--- src/rtl/norm_pkg.sv ---
// Shared types and default sizes for the normalizer row sequencer.
package norm_pkg;

  localparam int NORM_COL     = 8;
  localparam int NORM_BW_PSUM = 16;
  localparam int NORM_W_OUT   = 16;

  typedef enum logic [2:0] {
    IDLE,
    FETCH,
    LOAD,
    ISSUE,
    DRAIN
  } state_e;

  typedef logic [NORM_COL-1:0][NORM_BW_PSUM-1:0] psum_row_t;

endpackage

--- src/rtl/norm_wr_addr_gen.sv ---
// Row/beat counters for the output buffer; address is {row, beat}, so COL must be a power of two.
module norm_wr_addr_gen #(
  parameter int COL    = 8,
  parameter int ROW_AW = 6,
  parameter int OUT_AW = ROW_AW + $clog2(COL)
) (
  input  logic              clk,
  input  logic              reset,
  input  logic              clr_i,
  input  logic              beat_en_i,
  input  logic              row_inc_i,
  output logic [ROW_AW-1:0] row_o,
  output logic [OUT_AW-1:0] waddr_o,
  output logic              row_done_o
);

  localparam int BEAT_W = $clog2(COL);
  localparam logic [BEAT_W-1:0] BEAT_LAST = BEAT_W'(COL - 1);

  logic [BEAT_W-1:0] beat_q, beat_d;
  logic [ROW_AW-1:0] row_q, row_d;

  assign row_done_o = beat_en_i && (beat_q == BEAT_LAST);
  assign row_o      = row_q;
  assign waddr_o    = {row_q, beat_q};

  always_comb begin
    beat_d = beat_q;
    row_d  = row_q;
    if (clr_i) begin
      beat_d = '0;
      row_d  = '0;
    end else begin
      if (beat_en_i) begin
        beat_d = (beat_q == BEAT_LAST) ? '0 : beat_q + 1'b1;
      end
      if (row_inc_i) begin
        row_d = row_q + 1'b1;
      end
    end
  end

  always_ff @(posedge clk) begin
    if (reset) begin
      beat_q <= '0;
      row_q  <= '0;
    end else begin
      beat_q <= beat_d;
      row_q  <= row_d;
    end
  end

endmodule

--- src/rtl/norm_seq_ctrl.sv ---
// Stream-1 row sequencer: fetches psum rows, issues them to the normalizer, writes normalized beats out.
// Optional watchdog enabled by defining NORM_SEQ_CTRL_WDOG_EN.
//
// state | meaning
// IDLE  | waiting for start
// FETCH | psum SRAM read issued for current row
// LOAD  | SRAM data captured into norm_psum
// ISSUE | norm_s_valid held until first normalized beat
// DRAIN | collecting remaining beats of the row
module norm_seq_ctrl
  import norm_pkg::*;
#(
  parameter int BW_PSUM  = NORM_BW_PSUM,
  parameter int COL      = NORM_COL,
  parameter int W_OUT    = NORM_W_OUT,
  parameter int ROW_AW   = 6,
  parameter int OUT_AW   = ROW_AW + $clog2(COL),
  parameter int WDOG_CYC = 64
) (
  input  logic                   clk,
  input  logic                   reset,
  input  logic                   start,
  input  logic [ROW_AW:0]        num_rows,
  output logic                   busy,
  output logic                   done,
  output logic                   err,
  output logic                   mem_ren,
  output logic [ROW_AW-1:0]      mem_raddr,
  input  logic [COL*BW_PSUM-1:0] mem_rdata,
  output logic                   norm_s_valid,
  output logic [COL*BW_PSUM-1:0] norm_psum,
  input  logic                   norm_valid,
  input  logic [W_OUT-1:0]       norm_data,
  output logic                   out_wen,
  output logic [OUT_AW-1:0]      out_waddr,
  output logic [W_OUT-1:0]       out_wdata
);

  state_e                   state_q, state_d;
  logic [ROW_AW:0]          num_rows_q, num_rows_d;
  logic [COL*BW_PSUM-1:0]   psum_q, psum_d;
  logic                     done_q, done_d;
  logic                     wen_q;
  logic [OUT_AW-1:0]        waddr_q;
  logic [W_OUT-1:0]         wdata_q;

  logic                     active;
  logic                     beat_en;
  logic                     cnt_clr;
  logic                     row_inc;
  logic                     row_done;
  logic                     last_row;
  logic                     wdog_to;
  logic [ROW_AW-1:0]        row;
  logic [OUT_AW-1:0]        gen_waddr;

  assign active   = (state_q == ISSUE) || (state_q == DRAIN);
  assign beat_en  = active && norm_valid;
  assign last_row = ((ROW_AW+1)'(row) == (num_rows_q - (ROW_AW+1)'(1)));

  norm_wr_addr_gen #(
    .COL    (COL),
    .ROW_AW (ROW_AW),
    .OUT_AW (OUT_AW)
  ) u_wr_addr_gen (
    .clk        (clk),
    .reset      (reset),
    .clr_i      (cnt_clr),
    .beat_en_i  (beat_en),
    .row_inc_i  (row_inc),
    .row_o      (row),
    .waddr_o    (gen_waddr),
    .row_done_o (row_done)
  );

  always_comb begin
    state_d    = state_q;
    num_rows_d = num_rows_q;
    psum_d     = psum_q;
    done_d     = 1'b0;
    cnt_clr    = 1'b0;
    row_inc    = 1'b0;
    case (state_q)
      IDLE: begin
        if (start) begin
          if (num_rows == '0) begin
            done_d = 1'b1;
          end else begin
            num_rows_d = num_rows;
            cnt_clr    = 1'b1;
            state_d    = FETCH;
          end
        end
      end
      FETCH: state_d = LOAD;
      LOAD: begin
        psum_d  = mem_rdata;
        state_d = ISSUE;
      end
      ISSUE: begin
        if (norm_valid) state_d = DRAIN;
      end
      DRAIN: begin
        if (row_done) begin
          if (last_row) begin
            done_d  = 1'b1;
            state_d = IDLE;
          end else begin
            row_inc = 1'b1;
            state_d = FETCH;
          end
        end
      end
      default: state_d = IDLE;
    endcase
    // A timeout can only fire in a cycle with no beat, so it never races row_done.
    if (wdog_to) begin
      done_d  = 1'b1;
      state_d = IDLE;
    end
  end

  always_ff @(posedge clk) begin
    if (reset) begin
      state_q    <= IDLE;
      num_rows_q <= '0;
      psum_q     <= '0;
      done_q     <= 1'b0;
      wen_q      <= 1'b0;
      waddr_q    <= '0;
      wdata_q    <= '0;
    end else begin
      state_q    <= state_d;
      num_rows_q <= num_rows_d;
      psum_q     <= psum_d;
      done_q     <= done_d;
      wen_q      <= beat_en;
      if (beat_en) begin
        waddr_q <= gen_waddr;
        wdata_q <= norm_data;
      end
    end
  end

`ifdef NORM_SEQ_CTRL_WDOG_EN
  localparam int WD_W = $clog2(WDOG_CYC + 1);
  localparam logic [WD_W-1:0] WD_LOAD = WD_W'(WDOG_CYC - 1);

  logic [WD_W-1:0] wdog_q, wdog_d;
  logic            err_q, err_d;

  // Down-counter reloads on every beat and whenever the row is not in flight.
  assign wdog_to = active && !norm_valid && (wdog_q == '0);

  always_comb begin
    wdog_d = WD_LOAD;
    if (active && !norm_valid) wdog_d = wdog_q - 1'b1;
    err_d = err_q;
    if ((state_q == IDLE) && start) err_d = 1'b0;
    else if (wdog_to)               err_d = 1'b1;
  end

  always_ff @(posedge clk) begin
    if (reset) begin
      wdog_q <= WD_LOAD;
      err_q  <= 1'b0;
    end else begin
      wdog_q <= wdog_d;
      err_q  <= err_d;
    end
  end

  assign err = err_q;
`else
  // Watchdog not built: never fires, waits indefinitely for beats.
  assign wdog_to = (WDOG_CYC < 0);
  assign err     = 1'b0;
`endif

  assign busy         = (state_q != IDLE);
  assign done         = done_q;
  assign mem_ren      = (state_q == FETCH);
  assign mem_raddr    = mem_ren ? row : '0;
  assign norm_s_valid = (state_q == ISSUE);
  assign norm_psum    = psum_q;
  assign out_wen      = wen_q;
  assign out_waddr    = waddr_q;
  assign out_wdata    = wdata_q;

endmodule

--- config.mk ---
export PLATFORM = sky130hd
export DESIGN_NAME = norm_seq_ctrl
export DESIGN_NICKNAME = d
export VERILOG_FILES = /design/src/rtl/norm_pkg.sv /design/src/rtl/norm_wr_addr_gen.sv /design/src/rtl/norm_seq_ctrl.sv
export SDC_FILE = /design/constraint.sdc
export NUM_CORES = 1
export LEC_CHECK = 0
export CAP_MARGIN = 15
export CORE_MARGIN = 2
export CORE_UTILIZATION = 44
export DETAILED_ROUTE_END_ITERATION = 10
export DONT_BUFFER_PORTS = 1
export SKIP_LAST_GASP = 1
export SYNTH_ARGS = -nofsm -noshare
export SYNTH_HDL_FRONTEND = slang
export SYNTH_SLANG_ARGS = --single-unit
--- constraint.sdc ---
create_clock -name clk -period 2.9 [get_ports clk]
set_clock_uncertainty 0.15 [all_clocks]
set_input_delay 0.725 -clock clk [delete_from_list [all_inputs] [get_ports clk]]
set_output_delay 0.725 -clock clk [all_outputs]
set_load 0.03 [all_outputs]
==> results of run 1 <==
layout make-up:
type	instances	area, sq um	area share [%]
flip-flops and latches	174	3480	48.4
multi-input cells	576	2730	37.9
inverters	3	11.3	0.156
clock inverters	14	183	2.54
repair buffers	15	138	1.91
clock buffers	17	425	5.91
well taps	184	230	3.20
through the flow:
step	util, %	power (uW)	hold WS, ns
2_1_floorplan	-	3330	0.299
3_3_place_gp	45.7	3410	0.312
3_5_place_dp	45.7	3430	0.328
4_1_cts	49.9	5770	0.211
5_1_grt	49.9	5950	0.205
6_report	49.9	5710	0.227
flip-flops by register name, indices dropped and copies added, names as in the netlist:
name,flops
u_wr_addr_gen.row_o,6
norm_psum,128
u_wr_addr_gen.beat_q,3
state_q,3
out_wdata,16
done,1
out_wen,1
out_waddr,9
num_rows_q,7
cells in the mapped netlist (2+ instances only):
cell type  number  area [sq um]
and3_1          3          18.8
xor2_1          3          26.3
o21ai_0         5          25.0
and2_1          7          43.8
o21a_1          2          15.0
nand4_1         2          12.5
dfxtp_1       174          3480
mux2i_1         5          50.1
ha_1            4          50.1
nand3_1         3          15.0
inv_1           3          11.3
or3_2           2          15.0
a21oi_1       164           821
nand2b_1        4          25.0
xnor2_1         2          17.5
clkbuf_1       58           218
nand2_1       316          1190
nor4_1          2          12.5
nor2_1         16          60.1
nor3b_1         4          30.0
nor3_1          4          20.0
or3_1           4          25.0
worst max-delay path, cell delays in order, from the launching register on:
cell     delay, ns
dfxtp_1       0.60
nor3b_2       0.39
and2_1        0.18
buf_4         0.15
repair_timing:
item / CTS / global route
endpoints found under the setup margin: 0 / 6
gates resized for setup: 0 / 1
hold endpoints to repair: 0 / 0
kinds of logic after synthesis:
family | Yosys count | share of synthesized area (%)
AOI/OAI and AO/OA | 181 | 14.8
xor gates and xnor gates | 6 | 1.03
adders and majority gates | 4 | 0.778
buffers and inverters | 64 | 3.81
DFF | 174 | 54.1
muxes | 6 | 1.01
other | 1 | 0.0583
and+or+nand+nor | 378 | 24.3
per-layer routing:
layer  share of wire (%)  vias to the layer above  GRT usage, %
met3                 9.8                       34          8.51
li1                    -                     2600             -
met1                  37                     2432          22.7
met2                  50                      236          34.4
met4                 2.4                        0          7.97
met5                   0                        -             0
path summary, 6_finish.rpt:
path,startpoint,slack (ns),end
hold / removal,reset,0.23,state_q[2]
hold reg to reg,u_wr_addr_gen.beat_q[1],0.35,u_wr_addr_gen.beat_q[1]
setup reg to reg,num_rows_q[0],0.48,u_wr_addr_gen.row_o[4]
setup / recovery,state_q[0],0.29,mem_raddr[2]
cells in the final DEF (no fill, tap or decap), drive strengths merged, types with 5 or more instances in the layout:
cell	instances
nand2	316
dfxtp	174
a21oi	164
clkbuf	17
nor2	16
buf	15
inv	8
and2	7
or3	7
o21ai	6
mux2i	5
nor3	5
power groups by stage:
stage	Sequential, uW	Clock [uW]	Combinational (uW)
global placement	2980	0	435
global route	2940	2490	518
floorplan	2920	0	408
detailed placement	2980	0	457
CTS	2930	2390	457
finish	2920	2330	453
==> summary.txt, run 1 <==
Timing
  • Final worst slack: 0.285 ns
  • Fmax: ~0.38 GHz
  • RSZ-0062 raised after global routing: no
  • Final hold vios: 0
  • TNS Setup: 0 ns
  • Normalized max-slew margin: about three fifths
  • Worst Tran Pin Value: around 0.6 ns
  • Pins Over Slew Limit: 0
  • Final Critical Period: between 2 and 3 ns
  • Final period utilization: approximately nine tenths
  • Setup violators final: 0

Min path
  • Hold WC Path Type: in -> reg
  • Hold path depth: 1

CTS
  • Clock sink count: about 170
  • Hold-fix buffers, CTS: 0
  • CTS tree: yes
  • Clk_lat worst skew: roughly 0.41 ns
  • Clock slew at reported path FFs: ~0.060 ns
  • Clk buf depth: 2
  • CTS root buf: clkbuf_16
  • Num CTS Buffers: 17
  • H-tree Lvls: 4
  • Post-CTS Setup Bufs: 0

Floorplanning
  • Chip Height: between 100 and 150 um
  • FP Rows: 44
  • Die Area: approximately 16000 sq um
  • Die X: roughly 120 um
  • Core ar.: ~14000 sq um
  • Initial core utilization: 44.6%
  • IO Pins: 320

GRT
  • Largest net degree at the start of global routing: 168
  • Total global-route track usage: between 20 and 25%
  • Initial antenna violation count: 0
  • Vias in the first global route: roughly 5000
  • Grt ovf: 0
  • First-pass GRT wire length: approximately 26000 um

Synthesis
  • EDFF count, synth: 0
  • Cells after Synth: 814
  • Ys async rst share: 0%
  • Synth Flop Type: dfxtp_1
  • Synth Cell Area: between 6000 and 7000 sq um
  • Avg Cell Area, Syn: 7.90 sq um
  • Post-synth cell types: 49
  • Synthesis-stage register bit count: between 150 and 200
  • Syn_nets: 973
  • Sequential share of the synthesized area: 54.1%
  • Synth warn: 0

Placement
  • Routability cong.: 0.819
  • Dpl cell area: roughly 6600 sq um
  • Dpl cells: between 900 and 1000
  • Number of port buffers: 0
  • Pre-CTS setup slack: about 0.5 ns
  • Final HPWL DP: 11400 um

Route
  • Drt via density: 5.39
  • ANT nets after route: 0
  • Residual DRC: 0
  • Routed via count: approximately 5300
  • Routed WL per cell: approximately 17 um
  • Initial drt markers: 347
  • Total length of routed wires: roughly 16000 um
  • Drt pass-1 iters: 4

Finish
  • Finished Cell Area: between 7000 and 8000 sq um
  • Non-filler instance count after layout: 983
  • Antenna fix cells: 0
  • Fillers: roughly 1400
  • Layout cells sized above 1: roughly 7.8%
  • Nets: about 950
  • Area delta synth->final: 11.9%

Setup path
  • Worst Path Max Fanout: 13
  • Worst reg2reg path depth: 8
  • Critical path class: reg -> out
  • Crit path DAT: 1.74 ns
  • Worst setup EP type: output pin
  • CP required: roughly 2 ns
  • Setup crit start kind: register

Power and ir drop
  • Clock power frac: 40.8%
  • Worst VDD drop: 0.000371 V
  • Sw power: ~1600 uW
  • Sw Ratio: roughly 29%
  • Combinational Power Share: under 10%
  • Register share of total power: 51.3%
  • Internal cell power: approximately 4000 uW
  • Pleak: 0.00249 uW
  • PD cells: 793 nW/um^2

Outcome
  • Status: complete, no violations

Job
  • MaxCap Viol Count: 0
Power figures use the tool's default switching activity.
==> inputs of run 2 (changes only) <==
==> constraint.sdc (replaced) <==
create_clock -name clk -period 3 [get_ports clk]
set_clock_uncertainty 0.15 [all_clocks]
set_input_delay 0.75 -clock clk [delete_from_list [all_inputs] [get_ports clk]]
set_output_delay 0.75 -clock clk [all_outputs]
set_load 0.03 [all_outputs]
==> run 2 against run 1 <==
Die area is the same. Global-route usage grew 0.44 points. First-iteration DRC count shrank 1.2%. Sequential share of layout area grew 0.27 points. Routed wire length grew 1.1%. Largest cell class unchanged. Critical path type unchanged. Utilization shrank 0.28 points.
==> summary.txt, run 2 (same netlist as run 1, synthesis figures left out) <==
Setup path
  • Critical path class: reg -> out
  • Worst setup EP type: output pin
  • CP cell instances: nor3b_1 > and2_1
  • Slowest-stage cell, CP: nor3b_1
  • Worst Path Max Fanout: 8 (-5)
  • Setup crit start kind: register
  • Crit-path max cell delay: 0.53 ns (-0.07 ns)
  • CP required: 2.10 ns (+0.07 ns)
  • Crit path DAT: 1.83 ns (+0.09 ns)

Placement
  • Dpl cells: 948 (-0.42%)
  • Number of port buffers: 0 (unchanged)
  • Routability cong.: 0.825 (+0.82%)
  • Dpl cell area: 6560 sq um (-0.46%)
  • Pre-CTS setup slack: 0.612 ns (+0.114 ns)
  • Final HPWL DP: 11600 um (+1.6%)

GRT
  • Total global-route track usage: 20.7% (+0.44 points)
  • Grt ovf: 0 (unchanged)
  • Initial antenna violation count: 0 (unchanged)
  • Vias in the first global route: 5168 (+0.64%)
  • First-pass GRT wire length: 26100 um (+1.9%)
  • Largest net degree at the start of global routing: 168 (unchanged)

Power and ir drop
  • Pleak: 0.00248 uW (-0.59%)
  • Worst VDD drop: 0.000415 V (+12%)
  • PD cells: 771 nW/um^2 (-2.7%)

CTS
  • Clk buf depth: 2 (unchanged)
  • Clock slew at reported path FFs: 0.06 ns (about the same)
  • Hold-fix buffers, CTS: 0 (unchanged)
  • Clk_lat worst skew: 0.42 ns (about the same)
  • Num CTS Buffers: 17 (unchanged)
  • CTS root buf: clkbuf_16
  • Post-CTS Setup Bufs: 0 (unchanged)
  • H-tree Lvls: 4 (unchanged)
  • Clock sink count: 174 (unchanged)
  • CTS tree: yes
  • PostCTS Resize Cnt: 0 (unchanged)

Min path
  • Hold WC Path Type: in -> reg

Finish
  • Finished Cell Area: 7160 sq um (-0.56%)
  • Number of flip-flops in the largest register: 128 (unchanged)
  • Antenna fix cells: 0 (unchanged)
  • Nets: 942 (-0.42%)
  • Commonest non-fill, non-tap cells in the layout: nand2_1 (316), dfxtp_1 (174), a21oi_1 (164), clkbuf_16 (17), nor2_1 (16)
  • Most common cell after layout, fill and taps aside: nand2_1
  • Non-filler instance count after layout: 979 (-0.41%)
  • Layout cells sized above 1: 7.17% (-0.59 points)
  • Area delta synth->final: 11.3%
  • Fillers: 1381 (-0.36%)

Route
  • Total length of routed wires: 16700 um (+1.1%)
  • Drt via density: 5.38 (-0.18%)
  • Initial drt markers: 343 (-1.2%)
  • ANT nets after route: 0 (unchanged)
  • Routed WL per cell: 17.0 um (+1.5%)
  • Routed via count: 5271 (-0.58%)
  • Drt pass-1 iters: 4 (unchanged)
  • Residual DRC: 0 (unchanged)

Timing
  • Final period utilization: 91.0%
  • Fmax: roughly 0.37 GHz
  • Worst Tran Pin Value: 0.586 ns (-0.0181 ns)
  • TNS Setup: 0 ns (unchanged)
  • RSZ-0062 raised after global routing: no
  • Final Critical Period: 2.73 ns
  • Normalized max-slew margin: 60.4% (+1.2 points)
  • Final worst slack: 0.271 ns (-0.0142 ns)
  • Pins Over Slew Limit: 0 (unchanged)
  • Setup violators final: 0 (unchanged)
  • Final hold vios: 0 (unchanged)

Floorplanning
  • Die X: 125 um (unchanged)
  • Chip Height: 125 um (unchanged)
  • Core ar.: 14400 sq um (unchanged)
  • IO Pins: 320 (unchanged)
  • FP Rows: 44 (unchanged)
  • Die Area: 15600 sq um (unchanged)
  • Initial core utilization: 44.6% (unchanged)

Outcome
  • Status: complete, no violations

Job
  • MaxCap Viol Count: 0 (unchanged)
run 2: critical path, delay by kind of cell (launching register included):
kind	cells	cell delay [ns]
DFF	1	0.49
and+or+nand+nor	2	0.93
run 2: worst paths after layout:
kind	from	to	slack (ns)	cells past startpoint
worst max register to register	num_rows_q[0]	u_wr_addr_gen.row_o[4]	0.57	8
worst min register to register	u_wr_addr_gen.beat_q[1]	out_waddr[1]	0.33	2
worst max-delay path	state_q[0]	mem_raddr[4]	0.27	2
worst min-delay path	reset	num_rows_q[3]	0.25	1
run 2: power breakdown:
part / total (uW) / internal [uW] / switching [uW]
logic: 448 / 163 / 285
clock network: 2250 / 1340 / 910
registers: 2820 / 2450 / 372
total: 5520 / 3950 / 1570
run 2: final cells by class:
type / instances / area [sq um] / share of cell area [%]
clock buffer: 18 / 439 / 6.14
clock inverter: 13 / 164 / 2.29
inverter: 3 / 11.3 / 0.157
multi-input combinational: 576 / 2720 / 38.0
sequential: 174 / 3480 / 48.7
tap: 184 / 230 / 3.22
timing repair buffer: 11 / 108 / 1.50
run 2: metrics by stage:
step	util, %	total power [uW]	hold slack (ns)
6_report	49.6	5520	0.251
4_1_cts	49.6	5570	0.234
3_3_place_gp	45.4	3310	0.313
5_1_grt	49.6	5750	0.228
2_1_floorplan	-	3220	0.299
3_5_place_dp	45.4	3330	0.325
run 2: layer usage:
layer	vias to the layer above	GRT usage, %	share of wire (%)
li1	2589	-	-
met1	2433	22.8	38
met2	230	36.1	51
met3	19	8.72	9.6
met4	0	7.19	1.6
met5	-	0	0
